==> config.mk <==
export PLATFORM = sky130hd
export DESIGN_NAME = mem_arbiter
export DESIGN_NICKNAME = d
export VERILOG_FILES = /design/src/rtl/mem_arbiter.sv
export SDC_FILE = /design/constraint.sdc
export NUM_CORES = 1
export LEC_CHECK = 0
export BUFFER_PORTS_ARGS = -buffer_cell sky130_fd_sc_hd__buf_4
export CAP_MARGIN = 10
export CORE_ASPECT_RATIO = 0.7
export CORE_MARGIN = 2
export CORE_UTILIZATION = 45
export CTS_BUF_LIST = sky130_fd_sc_hd__clkbuf_4
export CTS_CLUSTER_DIAMETER = 200
export CTS_CLUSTER_SIZE = 8
export DETAILED_ROUTE_END_ITERATION = 8
export PLACE_DENSITY_LB_ADDON = 0.05
export SLEW_MARGIN = 15
export SYNTH_ARGS = -nofsm -noshare
export SYNTH_HDL_FRONTEND = slang
export SYNTH_SLANG_ARGS = --single-unit
==> constraint.sdc <==
create_clock -name clk -period 1.69 [get_ports clk]
set_clock_uncertainty 0.05 [all_clocks]
set_input_delay 0.169 -clock clk [delete_from_list [all_inputs] [get_ports clk]]
set_output_delay 0.169 -clock clk [all_outputs]
set_load 0.05 [all_outputs]
==> src/rtl/mem_arbiter.sv <==
// -----------------------------------------------------------------------------
// mem_arbiter
//
// Arbitrates a single-port memory between an instruction-fetch requester (if_*)
// and a load/store requester (ls_*). Grants are issued combinationally in IDLE.
// The winning access is captured into registers on the grant edge. Those
// registers drive the memory until mem_ready is sampled. The requester gets a
// one-cycle rvalid pulse in the following cycle, which is also an IDLE cycle,
// so back-to-back grants are possible.
//
// Priority: load/store wins over fetch. The exception is when fetch has lost
// STARVE_LIMIT consecutive arbitrations; fetch then wins the next one.
//
// Optional feature macro: MEM_ARB_TIMEOUT_EN
//   Defined   : an access with no mem_ready for TIMEOUT+1 cycles of mem_req is
//               aborted. The next cycle pulses err and x_rvalid, with
//               x_rdata = 32'hDEADBEEF.
//   Undefined : no timeout counter exists, err is tied low, and the FSM waits
//               for mem_ready indefinitely.
//
// Parameters
//   STARVE_LIMIT  consecutive lost arbitrations after which fetch wins
//   TIMEOUT       memory wait-cycle limit (timeout build only)
//
// Ports
//   clk, nreset                      clock (rising edge), async active-low reset
//   if_req/if_addr -> if_gnt         fetch request, address, and grant
//   if_rvalid/if_rdata               fetch completion pulse and instruction
//   ls_req/ls_rw/ls_addr/ls_wdata    load/store request (rw: 1 = write)
//   ls_gnt, ls_rvalid/ls_rdata       load/store grant, completion, and load data
//   mem_req/mem_rw/mem_addr/mem_wdata  memory access (all zero when idle)
//   mem_ready/mem_rdata              memory completion and read data
//   err                              one-cycle pulse on a timed-out access
// -----------------------------------------------------------------------------
module mem_arbiter #(
   parameter int STARVE_LIMIT = 4,
   parameter int TIMEOUT      = 16
) (
   input  logic        clk,
   input  logic        nreset,
   input  logic        if_req,
   input  logic [31:0] if_addr,
   output logic        if_gnt,
   output logic        if_rvalid,
   output logic [31:0] if_rdata,
   input  logic        ls_req,
   input  logic        ls_rw,
   input  logic [31:0] ls_addr,
   input  logic [31:0] ls_wdata,
   output logic        ls_gnt,
   output logic        ls_rvalid,
   output logic [31:0] ls_rdata,
   output logic        mem_req,
   output logic        mem_rw,
   output logic [31:0] mem_addr,
   output logic [31:0] mem_wdata,
   input  logic        mem_ready,
   input  logic [31:0] mem_rdata,
   output logic        err
);

   localparam int SW = (STARVE_LIMIT < 1) ? 1 : $clog2(STARVE_LIMIT + 1);
   localparam logic [SW-1:0] STARVE_MAX = SW'(STARVE_LIMIT);

   // Reject parameter values for which starvation or timeout is meaningless.
   if (STARVE_LIMIT < 1 || TIMEOUT < 1) begin : g_param_check
      $error("mem_arbiter: STARVE_LIMIT and TIMEOUT must both be >= 1");
   end

`ifdef MEM_ARB_TIMEOUT_EN
   localparam int TW = $clog2(TIMEOUT + 1);
   localparam logic [TW-1:0] TMO_MAX = TW'(TIMEOUT);
`endif

   typedef enum logic [1:0] {
      IDLE    = 2'd0,
      BUSY_IF = 2'd1,
      BUSY_LS = 2'd2
   } state_t;

   state_t        state_r;
   logic [SW-1:0] starve_cnt_r;
   logic          starved_s;
   logic          if_win_s;
   logic          ls_win_s;
   logic          mem_req_r;
   logic          mem_rw_r;
   logic [31:0]   mem_addr_r;
   logic [31:0]   mem_wdata_r;
   logic          if_rvalid_r;
   logic          ls_rvalid_r;
   logic [31:0]   if_rdata_r;
   logic [31:0]   ls_rdata_r;
`ifdef MEM_ARB_TIMEOUT_EN
   logic [TW-1:0] tmo_cnt_r;
   logic          err_r;
`endif

   // Same-cycle arbitration. Only IDLE may grant. Reset suppresses grants so
   // that every output reads 0 while nreset is low.
   always_comb begin
      if_win_s  = 1'b0;
      ls_win_s  = 1'b0;
      starved_s = (starve_cnt_r == STARVE_MAX);
      if (nreset && (state_r == IDLE)) begin
         if (if_req && (!ls_req || starved_s)) begin
            if_win_s = 1'b1;
         end else if (ls_req) begin
            ls_win_s = 1'b1;
         end else begin
            if_win_s = 1'b0;
         end
      end else begin
         ls_win_s = 1'b0;
      end
   end

   // Arbiter FSM: captures the winning access, runs it against memory, and
   // returns completion data.
   always_ff @(posedge clk or negedge nreset) begin
      if (!nreset) begin
         state_r      <= IDLE;
         starve_cnt_r <= {SW{1'b0}};
         mem_req_r    <= 1'b0;
         mem_rw_r     <= 1'b0;
         mem_addr_r   <= 32'h0000_0000;
         mem_wdata_r  <= 32'h0000_0000;
         if_rvalid_r  <= 1'b0;
         ls_rvalid_r  <= 1'b0;
         if_rdata_r   <= 32'h0000_0000;
         ls_rdata_r   <= 32'h0000_0000;
`ifdef MEM_ARB_TIMEOUT_EN
         tmo_cnt_r    <= {TW{1'b0}};
         err_r        <= 1'b0;
`endif
      end else begin
         // Completion strobes are single-cycle pulses.
         if_rvalid_r <= 1'b0;
         ls_rvalid_r <= 1'b0;
`ifdef MEM_ARB_TIMEOUT_EN
         err_r       <= 1'b0;
`endif
         case (state_r)
            IDLE: begin
               if (if_win_s) begin
                  state_r      <= BUSY_IF;
                  mem_req_r    <= 1'b1;
                  mem_rw_r     <= 1'b0;
                  mem_addr_r   <= if_addr;
                  mem_wdata_r  <= 32'h0000_0000;
                  starve_cnt_r <= {SW{1'b0}};
`ifdef MEM_ARB_TIMEOUT_EN
                  tmo_cnt_r    <= {TW{1'b0}};
`endif
               end else if (ls_win_s) begin
                  state_r     <= BUSY_LS;
                  mem_req_r   <= 1'b1;
                  mem_rw_r    <= ls_rw;
                  mem_addr_r  <= ls_addr;
                  mem_wdata_r <= ls_wdata;
                  // A pending fetch has just lost; count it, saturating.
                  if (if_req && !starved_s) begin
                     starve_cnt_r <= starve_cnt_r + SW'(1'b1);
                  end
`ifdef MEM_ARB_TIMEOUT_EN
                  tmo_cnt_r   <= {TW{1'b0}};
`endif
               end
            end
            BUSY_IF, BUSY_LS: begin
               if (mem_ready) begin
                  state_r     <= IDLE;
                  mem_req_r   <= 1'b0;
                  mem_rw_r    <= 1'b0;
                  mem_addr_r  <= 32'h0000_0000;
                  mem_wdata_r <= 32'h0000_0000;
                  if (state_r == BUSY_IF) begin
                     if_rvalid_r <= 1'b1;
                     if_rdata_r  <= mem_rdata;
                  end else begin
                     ls_rvalid_r <= 1'b1;
                     // Stores return zero rather than whatever is on the bus.
                     ls_rdata_r  <= mem_rw_r ? 32'h0000_0000 : mem_rdata;
                  end
               end
`ifdef MEM_ARB_TIMEOUT_EN
               // The access has already waited TIMEOUT cycles; this one is
               // its last chance, so abort it with a poison value.
               else if (tmo_cnt_r == TMO_MAX) begin
                  state_r     <= IDLE;
                  mem_req_r   <= 1'b0;
                  mem_rw_r    <= 1'b0;
                  mem_addr_r  <= 32'h0000_0000;
                  mem_wdata_r <= 32'h0000_0000;
                  err_r       <= 1'b1;
                  if (state_r == BUSY_IF) begin
                     if_rvalid_r <= 1'b1;
                     if_rdata_r  <= 32'hDEAD_BEEF;
                  end else begin
                     ls_rvalid_r <= 1'b1;
                     ls_rdata_r  <= 32'hDEAD_BEEF;
                  end
               end else begin
                  tmo_cnt_r <= tmo_cnt_r + TW'(1'b1);
               end
`endif
            end
            default: begin
               state_r     <= IDLE;
               mem_req_r   <= 1'b0;
               mem_rw_r    <= 1'b0;
               mem_addr_r  <= 32'h0000_0000;
               mem_wdata_r <= 32'h0000_0000;
            end
         endcase
      end
   end

   assign if_gnt    = if_win_s;
   assign ls_gnt    = ls_win_s;
   assign if_rvalid = if_rvalid_r;
   assign ls_rvalid = ls_rvalid_r;
   assign if_rdata  = if_rdata_r;
   assign ls_rdata  = ls_rdata_r;
   assign mem_req   = mem_req_r;
   assign mem_rw    = mem_rw_r;
   assign mem_addr  = mem_addr_r;
   assign mem_wdata = mem_wdata_r;
`ifdef MEM_ARB_TIMEOUT_EN
   assign err       = err_r;
`else
   assign err       = 1'b0;
`endif

endmodule

# [Yosys cells after proc, flatten, opt, wreduce, memory -nomap -nowiden]
# Index checks and enable logic that the tools add are counted.
[totals] register_bits=137 in_bits=134 output_inout_bits=135 elab_cells=64
[classes] n_addsub=1 n_eq_ne=5 muxes=33 bitwise=1 reduce_logical=14
[op_table] operator="$mux 32" count=6
[op_table] operator="$pmux 32 s2" count=2
[op_table] operator="$mux 1" count=16
[op_table] operator="$mux 3" count=3
[op_table] operator="$reduce_and 3->1" count=3
[op_table] operator="$mux 2" count=3
[op_table] operator="$pmux 1 s2" count=2
[op_table] operator="$pmux 2 s2" count=1
[op_table] operator="$reduce_bool 2->1" count=2
[op_table] operator="$add 3x1->3 const B" count=1
[op_table] operator="$eq 3x3->1 const B" count=1
[op_table] operator="$logic_and 1x1->1" count=3
[op_table] operator="$ne 3x3->1 const B" count=1
[op_table] operator="$eq 2x1->1 const B" count=1
[op_table] operator="$eq 2x2->1 const B" count=1
[op_table] operator="$logic_not 1->1" count=2
[op_table] operator="$logic_not 2->1" count=1
[op_table] operator="$ne 2x2->1 const B" count=1
[op_table] operator="$reduce_and 2->1" count=1
[op_table] operator="$reduce_or 2->1" count=1
[op_table] operator="$logic_or 1x1->1" count=1
[op_table] operator="$not 1->1" count=1

# [Depth between registers and ports, before layout]
[logic_depth] depth_word=8 ltp_mapped=9 ltp_nobuf=7

# [Least setup slack after synthesis]
# No wires, ideal clock.
[synth_path] path_type="register to output" start="reg state_r[0]" end="out ls_gnt" t_arrival_ns=1.880 required_time_ns=1.471 path_slack_ns=-0.409 path_stages_with_launch=7 n_path_buf=2 cell_sequence="dfrtp_1 -> inv_1 -> ha_1 -> buf_4 -> clkbuf_1 -> nand3_1 -> a31oi_1"
[synth_between] elab_chain_len=3
[synth_rtl] item="from (decl)" line_no="81" rtl="state_t state_r;"
[synth_rtl] item="from (signal assigned)" line_no="122" rtl="state_r <= IDLE;"
[synth_rtl] item="from (signal assigned)" line_no="146" rtl="state_r <= BUSY_IF;"
[synth_rtl] item="from (signal assigned)" line_no="156" rtl="state_r <= BUSY_LS;"
[synth_rtl] item="$logic_not 2->1" line_no="105" rtl="if (nreset && (state_r == IDLE)) begin"
[synth_rtl] item="$logic_and 1x1->1" line_no="105"
[synth_rtl] item="$mux 1" line_no="105"
[synth_rtl] item="to (decl)" line_no="50" rtl="output logic ls_gnt,"
# No other way between the ends.

# [Worst setup path in the final report]
# Same ends and word-level chain as after synthesis.

==> metrics.md <==
| Metric | Value |
|---|---|
| Status | `finished with violations` |
| Failing checks | `design-rule violations, negative setup slack` |
| Synth Area in Simple Gates | `15.88%` |
| Ys Warns | `0` |
| DIE AREA | `13900 sq um` |
| Sequential Area | `3430 sq um` |
| Clock Latency Late Sink | `510 ps` |
| Deepest clock path buffer count | `2` |
| # setup viols final | `11` |
| Crit-path max FO | `3` |
| Final min period | `1853 ps` |
| Multi-input logic area | `approximately 2400 sq um` |
| Startpoint types | `flop` |
| Wirelength per Cell | `roughly 18 microns` |
| Post-route ant nets | `0` |
| TNS Setup | `-453.6 ps` |
| Clock root buffer | `clkbuf_4` |
| Tightest Pin Transition | `roughly 670 ps` |
| Worst hold path class | `in2reg` |
| Layout cells sized above 1 | `43.49%` |
| Via count | `5980` |
| Fin area | `10220 sq um` |
| Power Dens Cells | `2040 nW/um^2` |
| Final period util | `109.7%` |
| Post-route DRC violation count | `16` |
| Post-synthesis xor/xnor area fraction | `0%` |
| Synthesized area | `5831 sq um` |
| Initial Utilization | `46.46%` |
| Vias in the first global route | `6124` |
| Synth Area in Compound Gates | `12.83%` |
| All-Layer GR Usage | `about 28%` |
| Rel. slew slack | `between 50% and 60%` |
| Initial antenna violation count | `1` |
| Post-synthesis sequential element count | `137` |
| Sequential fraction of the synthesis area | `58.80%` |
| Yosys cell types | `31` |
| RePlAce Congestion | `0.8024` |
| First-pass GRT wire length | `around 31000 microns` |
| CTS tree | `built` |
| Avg Cell Area, Syn | `10.19 sq um` |
| Largest family of logic cells by synthesized area | `simple AND/OR/NAND/NOR gates` |
| Adder and majority gate portion of the synthesized area | `less than 1%` |
| IO Port Bufs | `267` |
| Num CTS Buffers | `17` |
| Die Height | `roughly 100 microns` |
| Die W | `140.1 microns` |
| Post-synthesis mux area share | `~6.7%` |
| Num rows | `34` |
| Leakage | `4.991 nW` |
| Placeable Area | `12550 sq um` |
| RSZ-0062 raised after global routing | `true` |
| DRT iter0 DRCs | `between 300 and 400` |
| Post-layout util | `81.45%` |
| Fillers | `743` |
| Area growth from synthesis to layout | `75.30%` |
| Total congestion overflow | `0` |
| Largest net degree at the start of global routing | `127` |
| Peak supply drop | `1.535 mV` |
| Sink Count | `137` |
| Worst-path clk slew | `about 110 ps` |
| Setup WS post-layout | `-163.3 ps` |
| CTS H-tree depth | `4` |
| Crit path kind | `reg2out` |
| Final Hold Viols | `0` |
| IO Pins | `269` |
| Nets | `1124` |
| Post-Syn Nets | `710` |
| Crit path capture type | `primary output` |
| Total wire length | `20700 microns` |
| DP Area | `8065 sq um` |
| CP Data Arrival Time | `roughly 1600 ps` |
| Max_cap viols | `0` |
| Vias per cell | `roughly 5.2` |
| DPL Wire Length | `11820 microns` |
| Slew Limit Fails | `0` |
| Cells after Synth | `572` |
| CP required | `1470 ps` |
| DR pass1 iterations | `8` |
| Fmax | `539.6 MHz` |
-- where the power goes --
part           internal (W)  switching (W)
Sequential          0.00470       0.000898
Combinational       0.00450        0.00860
Clock              0.000878        0.00126
Total                0.0101         0.0108
-- metrics by stage --
stage | power (W) | hold slack, ps | worst slack [ps] | instances
after floorplan | 0.01342 | -176.6 | 102.3 | 572
after global placement | 0.01693 | -46.40 | 33.18 | 979
after detailed placement | 0.01719 | -44.34 | -35.02 | 979
after CTS | 0.01982 | 4.702 | -199.8 | 1150
after global routing | 0.02192 | 7.109 | -260.1 | 1161
final | 0.02085 | 53.30 | -163.3 | 1161
-- worst max-delay path, stage by stage (launching register included) --
cell and delay (ps):
dfrtp_1 410, inv_2 80, ha_4 140, buf_6 100, nand3_4 60, a31oi_4 150
buf_6 180
-- final cells by class --
class	instances	area share, %
clock buffers	17	1.249
diodes	1	0.02448
flip-flops and latches	137	33.55
multi-input cells	387	23.33
clock inverters	14	1.457
repair buffers	436	38.07
well taps	162	1.983
inverters	7	0.3305
-- placed cells by master, fill, tap and decap left out, drive strengths merged --
master / n
a21bo: 1
a21boi: 1
a21o: 1
a21oi: 59
a22o: 1
a31oi: 1
and3: 1
buf: 298
bufinv: 2
clkbuf: 23
clkinv: 6
clkinvlp: 3
conb: 1
dfrtp: 137
diode: 1
dlygate4sd3: 132
ha: 4
inv: 10
mux2: 32
mux2i: 3
nand2: 110
nand2b: 32
nand3: 32
nand3b: 1
nor2: 30
nor2b: 1
nor3b: 1
o21ai: 75
-- logic make-up (layout without fill, tap and decap cells) --
kind of cell	Yosys count	after routing
other	1	2
AOI/OAI and AO/OA	139	139
DFF	137	137
adders and majority gates	4	4
and+or+nand+nor	208	208
muxes	35	35
buffers and inverters	48	474
-- sequential cells by signal, summed over array words and instances, names as in the netlist --
register	flops
if_rdata	32
ls_rdata	32
mem_addr	32
ls_rvalid	1
starve_cnt_r	3
mem_req	1
if_rvalid	1
mem_rw	1
mem_wdata	32
state_r	2
-- cells in the mapped netlist, drive strengths merged --
master | instances | area, sq um
dfrtp | 137 | 3428
nand2 | 110 | 420.4
o21ai | 75 | 379.1
a21oi | 59 | 329.1
mux2 | 32 | 360.4
nand2b | 32 | 200.2
nand3 | 32 | 160.2
nor2 | 30 | 112.6
buf | 26 | 197.7
clkbuf | 15 | 57.55
inv | 7 | 28.78
ha | 4 | 50.05
mux2i | 3 | 30.03
a21bo | 1 | 10.01
a21boi | 1 | 7.510
a21o | 1 | 7.510
a22o | 1 | 8.760
a31oi | 1 | 6.260
and3 | 1 | 11.26
conb | 1 | 3.750
nand3b | 1 | 7.510
nor2b | 1 | 6.260
nor3b | 1 | 7.510
-- path summary, 6_finish.rpt --
path                                    from         endpoint  slack, ps  depth (start not counted)
worst max-delay path              state_r[0]           ls_gnt       -160                          6
worst min-delay path                  if_req  starve_cnt_r[1]         50                          3
worst max register to register    state_r[0]      mem_addr[6]        -40                          8
worst min register to register  ls_rdata[12]     ls_rdata[12]        450                          2
max in group asynchronous             nreset     if_rdata[12]        340                          3
min in group asynchronous             nreset     mem_addr[25]        160                          2
-- layer usage --
layer | up-vias | wire length [microns] | track usage (%) | part of all wire (%)
met5 | - | 0 | 0 | 0
met4 | 0 | 342 | 7.770 | 1.7
met3 | 45 | 1791 | 7.559 | 8.7
met2 | 309 | 10560 | 47.90 | 51
met1 | 2877 | 8003 | 35.30 | 39
li1 | 2749 | - | - | -
-- repair_timing --
item	in CTS	in global routing
hold buffers	132	0
cloned	0	8
gates resized for setup	22	60
setup buffers	8	5
pin swaps	3	16
endpoints found under the setup margin	24	49
endpoints found under the hold margin	267	0
Power figures use the tool's default switching activity.
